$ cat src/rtl/seq_mult_ctrl.sv
// seq_mult_ctrl: iterative unsigned shift-add multiplier controller.
//
// A four-state FSM (idle/load/run/done) and a down-counter sequence a 2*WIDTH
// product register P through a 3:1 next-value select (hold / load / shift-add).
// Operands are captured when start is accepted in idle. One multiply is in
// flight at a time; start is ignored while busy.
//
// Optional feature: define EARLY_TERM_EN to finish as soon as the remaining
// multiplier bits are all zero. In that cycle P is aligned by a variable
// right shift and the FSM goes straight to done. The result is unchanged.
// Without the macro, every multiply takes exactly WIDTH run cycles.
//
// Ports:
//   clk       clock, all state on posedge
//   reset     synchronous, active-high
//   start     multiply request, sampled only in idle
//   mcand     multiplicand, captured on accepted start
//   mplier    multiplier, captured on accepted start
//   busy      high in load, run and done
//   done      one-cycle pulse in done; product valid
//   product   product register P
//   prod_sel  P next-value select: 00 hold, 01 load, 1x shift-add

module seq_mult_ctrl #(
    parameter int unsigned WIDTH = 8
) (
    input  logic               clk,
    input  logic               reset,
    input  logic               start,
    input  logic [WIDTH-1:0]   mcand,
    input  logic [WIDTH-1:0]   mplier,
    output logic               busy,
    output logic               done,
    output logic [2*WIDTH-1:0] product,
    output logic [1:0]         prod_sel
);

    localparam int unsigned CW = $clog2(WIDTH + 1);

    typedef enum logic [1:0] {StIdle, StLoad, StRun, StDone} state_e;

    state_e             state_q, state_d;
    logic [2*WIDTH-1:0] prod_q, prod_d;
    logic [CW-1:0]      cnt_q, cnt_d;
    logic [WIDTH-1:0]   mcand_q, mplier_q;
    logic [WIDTH:0]     sum;
    logic               accept;

    assign accept = (state_q == StIdle) && start;

`ifdef EARLY_TERM_EN
    // cnt_q is 1..WIDTH in run, so the mask covers exactly the multiplier
    // bits not yet consumed; shifting by WIDTH yields an all-ones mask.
    logic [WIDTH-1:0] rem_mask;
    logic             rem_zero;

    always_comb begin
        rem_mask = ~({WIDTH{1'b1}} << cnt_q);
        rem_zero = (prod_q[WIDTH-1:0] & rem_mask) == '0;
    end
`endif

    // Next state and counter
    always_comb begin
        state_d = state_q;
        cnt_d   = cnt_q;
        unique case (state_q)
            StIdle: begin
                if (start) state_d = StLoad;
            end
            StLoad: begin
                cnt_d   = CW'(WIDTH);
                state_d = StRun;
            end
            StRun: begin
`ifdef EARLY_TERM_EN
                if (rem_zero) begin
                    cnt_d   = '0;
                    state_d = StDone;
                end else
`endif
                begin
                    cnt_d = cnt_q - CW'(1);
                    if (cnt_q == CW'(1)) state_d = StDone;
                end
            end
            StDone: begin
                state_d = StIdle;
            end
            default: state_d = StIdle;
        endcase
    end

    // Moore outputs decoded from the state register only
    always_comb begin
        prod_sel = 2'b00;
        busy     = 1'b1;
        done     = 1'b0;
        unique case (state_q)
            StIdle: busy = 1'b0;
            StLoad: prod_sel = 2'b01;
            StRun:  prod_sel = 2'b10;
            StDone: done = 1'b1;
            default: busy = 1'b0;
        endcase
    end

    // Product register datapath: 3:1 select driven by prod_sel
    always_comb begin
        // Upper half plus optional multiplicand; carry lands in sum[WIDTH]
        sum    = {1'b0, prod_q[2*WIDTH-1:WIDTH]} + (prod_q[0] ? {1'b0, mcand_q} : '0);
        prod_d = prod_q;
        unique casez (prod_sel)
            2'b00: prod_d = prod_q;
            2'b01: prod_d = {{WIDTH{1'b0}}, mplier_q};
            2'b1?: begin
`ifdef EARLY_TERM_EN
                if (rem_zero) prod_d = prod_q >> cnt_q;
                else          prod_d = {sum, prod_q[WIDTH-1:1]};
`else
                prod_d = {sum, prod_q[WIDTH-1:1]};
`endif
            end
            default: prod_d = prod_q;
        endcase
    end

    always_ff @(posedge clk) begin
        if (reset) begin
            state_q  <= StIdle;
            prod_q   <= '0;
            cnt_q    <= '0;
            mcand_q  <= '0;
            mplier_q <= '0;
        end else begin
            state_q <= state_d;
            prod_q  <= prod_d;
            cnt_q   <= cnt_d;
            if (accept) begin
                mcand_q  <= mcand;
                mplier_q <= mplier;
            end
        end
    end

    assign product = prod_q;

endmodule

$ cat config.mk
export PLATFORM = sky130hd
export DESIGN_NAME = seq_mult_ctrl
export DESIGN_NICKNAME = d
export VERILOG_FILES = /design/src/rtl/seq_mult_ctrl.sv
export SDC_FILE = /design/constraint.sdc
export NUM_CORES = 1
export LEC_CHECK = 0
export ABC_CLOCK_PERIOD_IN_PS = 5890
export CORE_UTILIZATION = 24
export DETAILED_ROUTE_END_ITERATION = 16
export GPL_ROUTABILITY_DRIVEN = 0
export RECOVER_POWER = 25
export SETUP_SLACK_MARGIN = 0.4
export SYNTH_ARGS = -nofsm -noshare
export SYNTH_HDL_FRONTEND = slang
export SYNTH_SLANG_ARGS = --single-unit
export TNS_END_PERCENT = 5
$ cat constraint.sdc
create_clock -name clk -period 5.89 [get_ports clk]
set_input_delay 0.8835 -clock clk [delete_from_list [all_inputs] [get_ports clk]]
set_output_delay 0.8835 -clock clk [all_outputs]
set_load 0.01 [all_outputs]
Word-level counts from Yosys, hierarchy flattened --
Cells that the tools add are included.
Operators by class: $add $sub $neg 2, mux-type cells 9, eq/ne operators 7, multipliers 0, shifts and indexed selects 0, bitwise logic cells 0, reduce and logical (&&, ||, !) cells 5, divide/modulo/power cells 0, order comparisons 0
Operators by type and width (number):
- $pmux 16 s2 | 1
- $add 8x8->9 | 1
- $mux 8 | 1
- $pmux 2 s4 | 1
- $pmux 4 s2 | 1
- $eq 2x1->1 const B | 2
- $eq 2x2->1 const B | 2
- $eq 4x1->1 const B | 1
- $logic_not 2->1 | 2
- $mux 2 | 2
- $ne 2x2->1 const B | 2
- $pmux 2 s2 | 1
- $sub 4x1->4 const B | 1
- $mux 1 | 2
- $reduce_and 2->1 | 1
- $reduce_bool 2->1 | 1
- $logic_and 1x1->1 | 1
Storage, ports and cells: latch bits 0, memories kept 0, output and inout bits 20, bits in read-only memories 0, RAM bits 0, bits in registers 38, logic and storage cells 28

Longest topological paths before layout --
Gate-level depths: netlist of run 1.
depth in word-level cells 4, depth in mapped cells 7, gate-level depth less buffers 7

Least setup slack after synthesis of run 1 --
OpenSTA, ideal clock, no wires.
path type register to register, start point register prod_q[0] (netlist: product[0]), end point register prod_q[13] (netlist: product[13]), setup slack 3.701 ns, arrival 2.127 ns, cell stages (with the launch flop) 8, cells stage by stage dfxtp_1 -> and2_1 -> ha_1 -> fa_1 -> a21o_1 -> a221o_1 -> or4_1 -> nand3_1
On the way: word-level cells in the longest chain between the ends 3
Ends and longest elaborated chain:
- start: declaration | line 43 | logic [2*WIDTH-1:0] prod_q, prod_d;
- start signal: assignment | line 137 | prod_q <= prod_d;
- $mux 8 | line 111 | sum = {1'b0, prod_q[2*WIDTH-1:WIDTH]} + (prod_q[0] ? {1'b0, mcand_q} : '0);
- $add 8x8->9 | line 111
- $pmux 16 s2 | line 113 | unique casez (prod_sel)
Every way passes these cells. A chain may end at the register's enable or synchronous reset.

Worst setup path after layout of run 1 --
start point register state_q[0], end point output prod_sel[1]
On the way: word-level cells in the longest chain between the ends 2, elaborated cells on any way between the ends 3, classes of those cells 2 x eq/ne; 1 x mux
Ends and longest elaborated chain:
- start: declaration | line 42 | state_e state_q, state_d;
- start signal: assignment | line 130 | state_q <= StIdle;
- start signal: assignment | line 136 | state_q <= state_d;
- $eq 2x2->1 / $eq 2x1->1 (equally long branches) | line 99 | unique case (state_q)
- $pmux 2 s2 (*) | line 99
- end: declaration | line 35 | output logic [1:0] prod_sel
Mark *: on every way between the ends. The rest lies on a longest branch, timed or not.

==> impl_metrics.ini, run 1 <==
[floorplanning]
die_w_um = 91.28
fp.dieH_um = 91.28
io-pin-count = 39
die_area_um2 = 8332
initial_core_util_pct = 24.76
rows = 32
coreArea_um2 = 7727

[synth]
synth_nets = 267
syn_inst = 232
synth_ff_type = dfxtp_1
synthDistinctLibCells = 37
ys_ff_latch = 38
synth_area_um2 = 1913
ys_warn_count = 0
synthArstFlopShare_pct = 0
yosysSeqAreaShare_pct = 39.76
synth-edff-count = 0
syn_area_per_cell_um2 = 8.246

[grt]
antenna_found_initial = 0
grt_pass1_vias = 1606
grt_max_degree = 38
grt_usage_pct = 11.40
grt-ovfl-total = 0
grt_first_pass_wirelength_mm = 7.562

[finish]
drive_gt1_share_pct = 4.135
synthToLayoutAreaGrowth_pct = 30.41
n_antenna_cell = 0
n_fill_cell = 818
nets = 301
fin_cells = 368

[clock_tree]
hold_buffers = 0
root_buffer = clkbuf_8
h-tree-depth = 2
post-cts-setup-buffers = 0
ctsResizeCount = 0
max-clock-path-buffers = 2
cts_tree = yes
cts_inserted_buffers = 5
clk_pin_slew_ns = 0.07
clkSinkCount = 38
clk_latency_ns = 0.29

[routing]
via_per_inst = 4.429
via_count = 1630
dr.pass1.iters = 4
wl_per_cell_um = 11.75
ant_nets = 0
drt_iter0_markers = 77
route.detailed.drc = 0
wl_mm = 4.324

[setup_path]
crit_path_end_kind = primary output
required_ns = 5.01
reg2reg_to = product[13]$_SDFFE_PP0P_
rr_startpoint = product[0]$_SDFFE_PP0P_
startpoint_type = flop
worst-path-buf-inv = 2
cp.depth = 3
cp_top_family = buffers and inverters
timing_worst_setup_path_type = reg2out
cp_data_arrival_time_ns = 2.09
cp_cell_sequence = inv_1 -> ha_1 -> clkdlybuf4s50_1
ff2ff_path_depth = 7
critPathMaxStageDelay_ns = 0.68
cp_max_fo = 16
r2r_setup_slack_ns = 3.56
cp_slowest_cell = ha_1

[sta]
hold_viol_final = 0
rsz0062_at_grt = false
finalCritPeriodShare_pct = 50.52
slew_headroom_pct = 46.96
fin_hold_ws_ns = 0.4528
worst_pin_slew_ns = 0.7951
post-route-min-period_ns = 2.976
setup_viol = 0
fmax_ghz = 0.3360
setup_tns_ns = 0
fin_ws_ns = 2.914
finClkSkew_ns = 0.007884
report.final.slew_viol_count = 0

[placement]
dp_cells = 361
pre_cts_ws_ns = 3.194
port_buffers = 38
hpwl_mm = 3.244

[min_path]
hold_depth = 2
hp-class = reg2reg
whs_endpoint = mcand_q[1]$_SDFFE_PP0P_
min_from = mcand_q[1]$_SDFFE_PP0P_

[outcome]
outcome = finished, final reports clean

[pwr]
max-vdd-ir-drop_v = 0.0001032
totalPowerFinal_mw = 0.8554
p_per_area_nw_per_um2 = 342.9
power_leakage_nw = 0.9756

[job]
drv_cap = 0
-- power breakdown --
group / leakage [nW] / internal [mW] / total [mW] / switching [mW]
Clock: 0.0573 / 0.135 / 0.224 / 0.0888
Combinational: 0.608 / 0.130 / 0.291 / 0.161
Sequential: 0.311 / 0.305 / 0.340 / 0.0348
Total: 0.976 / 0.571 / 0.855 / 0.285
-- state kept, by name, indices dropped and copies added, names as in the netlist --
name      count
cnt_q         4
mcand_q       8
mplier_q      8
product      16
state_q       2
-- area by class of cell --
class                   count  area, um2  area share, %
clock inverters             1      30.03          1.204
inverters                   9      33.78          1.354
repair buffers             39      387.9          15.55
well taps                 102      127.6          5.115
multi-input cells         173       1072          42.98
clock buffers               6      82.58          3.310
flip-flops and latches     38      760.7          30.49
-- cells in the mapped netlist, types with 3 or more instances --
| cell | instances | share of area, % |
|---|---|---|
| nor2_1 | 23 | 4.5 |
| and2_1 | 11 | 3.6 |
| inv_1 | 9 | 1.8 |
| nor3_1 | 3 | 0.78 |
| dfxtp_1 | 38 | 40 |
| clkbuf_1 | 10 | 2.0 |
| a21oi_1 | 25 | 6.5 |
| o21ai_0 | 4 | 1.0 |
| mux2i_1 | 9 | 4.7 |
| ha_1 | 15 | 9.8 |
| a211oi_1 | 10 | 3.9 |
| nand2_1 | 43 | 8.4 |
-- per-layer routing --
layer	global-route usage, %	wire length [um]
met5	0	0
met4	4.365	66
met3	2.931	145
met2	18.50	2092
met1	14.45	2020
-- placed cells by master, fill, tap and decap left out, types with 2 or more instances in the layout --
master,synthesis,routed
mux2i_1,9,9
clkbuf_8,0,6
dfxtp_1,38,38
nor3_1,3,3
a21oi_1,25,25
nor3b_1,2,2
o21ai_0,4,4
a21o_1,2,2
xor2_1,2,2
clkdlybuf4s50_1,0,37
nand2_1,43,43
nor2_1,23,23
or4_1,2,2
nand4_1,2,2
nand3_1,2,2
and2_1,11,10
a211oi_1,10,10
inv_1,9,9
ha_1,15,15
o211ai_1,2,2
-- logic make-up after synthesis --
logic type / share of synthesized area (%)
simple gates: 21.91
mux: 4.709
flops: 39.76
compound gates: 17.20
xor+xnor: 1.374
buf+inv: 4.185
fa+ha+maj: 10.86
-- worst max-delay path by stage --
stage	start	endpoint	slack (ns)
global route	state_q[0]$_SDFFE_PP0P_	prod_sel[1]	2.73
global placement	state_q[0]$_SDFFE_PP0P_	prod_sel[1]	3.26
finish	state_q[0]$_SDFFE_PP0P_	prod_sel[1]	2.91
detailed placement	state_q[0]$_SDFFE_PP0P_	prod_sel[1]	3.19
CTS	state_q[0]$_SDFFE_PP0P_	prod_sel[1]	2.87
floorplan	product[0]$_SDFFE_PP0P_	product[13]$_SDFFE_PP0P_	3.70
-- stage by stage --
step,area (um2),util (%)
floorplan,1913,-
global placement,2382,30.83
detailed placement,2382,30.83
CTS,2495,32.29
global route,2495,32.29
finish,2495,32.29
-- tightest hold or removal path: stages (launching register included) --
cell and delay, ns:
dfxtp_1 0.31, nand2_1 0.05, a21oi_1 0.05
(Power assumes the default switching activity.)
==> inputs of run 2 (changes only) <==
- ABC_CLOCK_PERIOD_IN_PS: 5890 -> 2980
- clock period: 5.89 -> 2.98 ns (I/O delays scaled with it)
==> impl_metrics.ini, run 2 (synthesized netlist as in run 1, its figures left out) <==
[finish]
layout_commonest_cell = nand2_1
final_util_pct = 32.25
multi_input_area_um2 = 1072
nets = 303
synthToLayoutAreaGrowth_pct = 30.28
n_antenna_cell = 0
drive_gt1_share_pct = 5.204
n_fill_cell = 826
regArea_um2 = 760.7
mostFrequentLayoutCells = nand2_1, dfxtp_1, clkdlybuf4s50_1, a21oi_1, nor2_1
design_area_um2 = 2492
largest_reg_flops = 16

[placement]
port_buffers = 38
placed_cell_area_um2 = 2397
hpwl_mm = 3.239

[clock_tree]
h-tree-depth = 2
cts_tree = yes
clk_latency_ns = 0.29
max-clock-path-buffers = 2
hold_buffers = 0
cts_inserted_buffers = 5
post-cts-setup-buffers = 0
root_buffer = clkbuf_8
clkSinkCount = 38
ctsResizeCount = 0
clk_pin_slew_ns = 0.08

[floorplanning]
io-pin-count = 39
die_area_um2 = 8332
initial_core_util_pct = 24.76
die_w_um = 91.28
rows = 32
coreArea_um2 = 7727
fp.dieH_um = 91.28

[grt]
grt_usage_pct = 10.87
antenna_found_initial = 0
grt-ovfl-total = 0
grt_pass1_vias = 1521
grt_max_degree = 32
grt_first_pass_wirelength_mm = 7.238

[sta]
hold_viol_final = 0
slew_headroom_pct = 42.93
setup_tns_ns = 0
post-route-min-period_ns = 2.310
report.final.slew_viol_count = 0
finalCritPeriodShare_pct = 77.53
worst_pin_slew_ns = 0.8555
setup_viol = 0
fmax_ghz = 0.4328
rsz0062_at_grt = false
finClkSkew_ns = 0.004360

[pwr]
p_per_area_nw_per_um2 = 657.9
max-vdd-ir-drop_v = 0.0001942
power_leakage_nw = 0.9859

[job]
drv_cap = 0

[setup_path]
cp_max_fo = 10
cp_slowest_cell = fa_1
cp_data_arrival_time_ns = 2.55
critPathMaxStageDelay_ns = 0.42
startpoint_type = flop
required_ns = 3.22
ff2ff_path_depth = 7
cp_cell_sequence = and2_0 -> ha_1 -> fa_1 -> a21o_1 -> a221o_1 -> or4_1 -> nand3_1
crit_path_end_kind = flop
timing_worst_setup_path_type = reg2reg

[routing]
dr.pass1.iters = 4
wl_per_cell_um = 11.77
via_count = 1658
route.detailed.drc = 0
via_per_inst = 4.469
drt_iter0_markers = 90
ant_nets = 0
wl_mm = 4.366

[min_path]
hold_depth = 2
hp-class = reg2reg

[outcome]
outcome = finished, final reports clean
-- run 2: worst paths after layout --
path	end	from	slack, ns
setup / recovery	product[13]$_SDFFE_PP0P_	product[0]$_SDFFE_PP0P_	0.67
setup reg to reg	product[13]$_SDFFE_PP0P_	product[0]$_SDFFE_PP0P_	0.67
hold / removal	mcand_q[2]$_SDFFE_PP0P_	mcand_q[2]$_SDFFE_PP0P_	0.45
hold reg to reg	mcand_q[2]$_SDFFE_PP0P_	mcand_q[2]$_SDFFE_PP0P_	0.45
-- run 2: area by class of cell --
class / count / area share, %
Sequential cell: 38 / 30.52
Tap cell: 102 / 5.120
Multi-Input combinational cell: 173 / 43.02
Timing Repair Buffer: 41 / 16.16
Clock inverter: 2 / 0.5020
Clock buffer: 6 / 3.313
Inverter: 9 / 1.355
-- run 2: through the flow --
step | total power, mW | std cells | hold WS, ns | setup WS, ns
floorplan | 1.062 | 232 | 0.4317 | 0.7914
global placement | 1.277 | 363 | 0.4423 | 0.7373
detailed placement | 1.288 | 363 | 0.4443 | 0.6840
CTS | 1.663 | 371 | 0.4548 | 0.6732
global route | 1.758 | 371 | 0.4749 | 0.5418
finish | 1.640 | 371 | 0.4537 | 0.6697
-- run 2: report_power, final --
part / switching (mW) / internal, mW / total, mW
sequential: 0.0691 / 0.603 / 0.672
clock: 0.188 / 0.186 / 0.374
combinational: 0.331 / 0.262 / 0.593
-- run 2: worst max-delay path: cells and delay by family (launching register included) --
family | cells | cell delay (ns)
compound gates | 2 | 0.56
fa+ha+maj | 2 | 0.64
flops | 1 | 0.38
simple gates | 3 | 0.68
-- run 2: per-layer routing --
| layer | GRT usage, % | share of wire [%] | vias to the layer above |
|---|---|---|---|
| li1 | - | - | 872 |
| met1 | 14.40 | 49 | 754 |
| met2 | 16.86 | 46 | 26 |
| met3 | 2.680 | 3.6 | 6 |
| met4 | 4.365 | 1.4 | 0 |
| met5 | 0 | 0 | - |
==> inputs of run 3 (changes only) <==
- ABC_CLOCK_PERIOD_IN_PS: 2980 -> 2200
- clock period: 2.98 -> 2.2 ns (I/O delays scaled with it)
==> impl_metrics.ini, run 3 (synthesized netlist as in run 1, its figures left out) <==
[outcome]
outcome = finished, final reports clean

[finish]
design_area_um2 = 2550
fin_cells = 376
final_util_pct = 33.00
n_fill_cell = 817
nets = 309
largest_reg_flops = 16
drive_gt1_share_pct = 9.124
n_antenna_cell = 0
synthToLayoutAreaGrowth_pct = 33.29
layout_commonest_cell = nand2_1
mostFrequentLayoutCells = nand2_1, dfxtp_1, clkdlybuf4s50_1, a21oi_1, nor2_1

[routing]
via_per_inst = 4.465
drt_iter0_markers = 82
wl_mm = 4.420
dr.pass1.iters = 4
ant_nets = 0
via_count = 1679
route.detailed.drc = 0
wl_per_cell_um = 11.76

[grt]
grt_first_pass_wirelength_mm = 7.251
grt_usage_pct = 10.69
grt_max_degree = 32
antenna_found_initial = 0
grt_pass1_vias = 1603
grt-ovfl-total = 0

[placement]
port_buffers = 38
placed_cell_area_um2 = 2411
pre_cts_ws_ns = 0.06601
hpwl_mm = 3.287
dp_cells = 364

[sta]
setup_tns_ns = 0
finClkSkew_ns = 0.005900
report.final.slew_viol_count = 0
worst_pin_slew_ns = 0.5335
fin_hold_ws_ns = 0.4518
fin_ws_ns = 0.1488
hold_viol_final = 0
slew_headroom_pct = 64.34
setup_viol = 0
fmax_ghz = 0.4875
post-route-min-period_ns = 2.051
finalCritPeriodShare_pct = 93.24
rsz0062_at_grt = true

[clock_tree]
max-clock-path-buffers = 2
clk_latency_ns = 0.29
clk_pin_slew_ns = 0.07
cts_inserted_buffers = 5
h-tree-depth = 2
cts_tree = yes
clkSinkCount = 38
root_buffer = clkbuf_8

[setup_path]
cp_data_arrival_time_ns = 2.28
startpoint_type = flop
timing_worst_setup_path_type = reg2reg
cp_max_fo = 9
required_ns = 2.43
ff2ff_path_depth = 7
crit_path_end_kind = flop

[pwr]
max-vdd-ir-drop_v = 0.0002579
power_leakage_nw = 1.025
p_per_area_nw_per_um2 = 851.4
totalPowerFinal_mw = 2.171

[floorplanning]
fp.dieH_um = 91.28
io-pin-count = 39
coreArea_um2 = 7727
die_area_um2 = 8332
die_w_um = 91.28
initial_core_util_pct = 24.76
rows = 32

[job]
drv_cap = 0

[min_path]
hold_depth = 2
hp-class = reg2reg
[run 3: changes by cell type in the layout (fill, tap and decap cells not counted), moves of 2 or more]
cell / previous run / this run
ha_1: 15 / 13
clkdlybuf4s50_1: 34 / 29
buf_4: 3 / 9
and2_0: 2 / 0
dlygate4sd3_1: 4 / 9
[run 3: layout make-up]
class	instances	area, um2	area share [%]
flip-flops and latches	38	764.5	29.98
multi-input cells	173	1097	43.03
clock inverters	2	10.01	0.3925
clock buffers	5	68.82	2.699
well taps	102	127.6	5.005
inverters	9	33.78	1.325
repair buffers	47	447.9	17.57
[run 3: worst max-delay path, cell delays in order, from the launching register on]
cell and delay [ns]:
dfxtp_4 0.34, buf_4 0.15, and2_4 0.17, fa_2 0.37, a21o_1 0.19, a221o_1 0.31, or4_1 0.40, nand3_1 0.08
[run 3: report_power, final]
part / internal [mW] / leakage, nW / total [mW] / switching, mW
clock: 0.213 / 0.0438 / 0.451 / 0.238
sequential: 0.820 / 0.311 / 0.903 / 0.0832
combinational: 0.366 / 0.670 / 0.817 / 0.452
total: 1.40 / 1.02 / 2.17 / 0.773
[run 3: worst paths after layout]
check	from	endpoint	slack (ns)
worst max-delay path	product[0]$_SDFFE_PP0P_	product[13]$_SDFFE_PP0P_	0.15
worst min-delay path	mcand_q[6]$_SDFFE_PP0P_	mcand_q[6]$_SDFFE_PP0P_	0.45
worst max register to register	product[0]$_SDFFE_PP0P_	product[13]$_SDFFE_PP0P_	0.15
worst min register to register	mcand_q[6]$_SDFFE_PP0P_	mcand_q[6]$_SDFFE_PP0P_	0.45
[run 3: repair_timing]
action | 4_1_cts | 5_1_grt
buffers inserted | 5 | 0
hold buffers | 0 | 0
endpoints found under the setup margin | 6 | 8
resized for setup | 1 | 4
pin swaps | 4 | 3
[run 3: routing by layer]
metal	share of wire (%)	GRT usage, %	up-vias
li1	-	-	880
met1	46	12.82	759
met2	48	18.43	33
met3	4.1	2.513	7
met4	1.5	4.101	0
met5	0	0	-
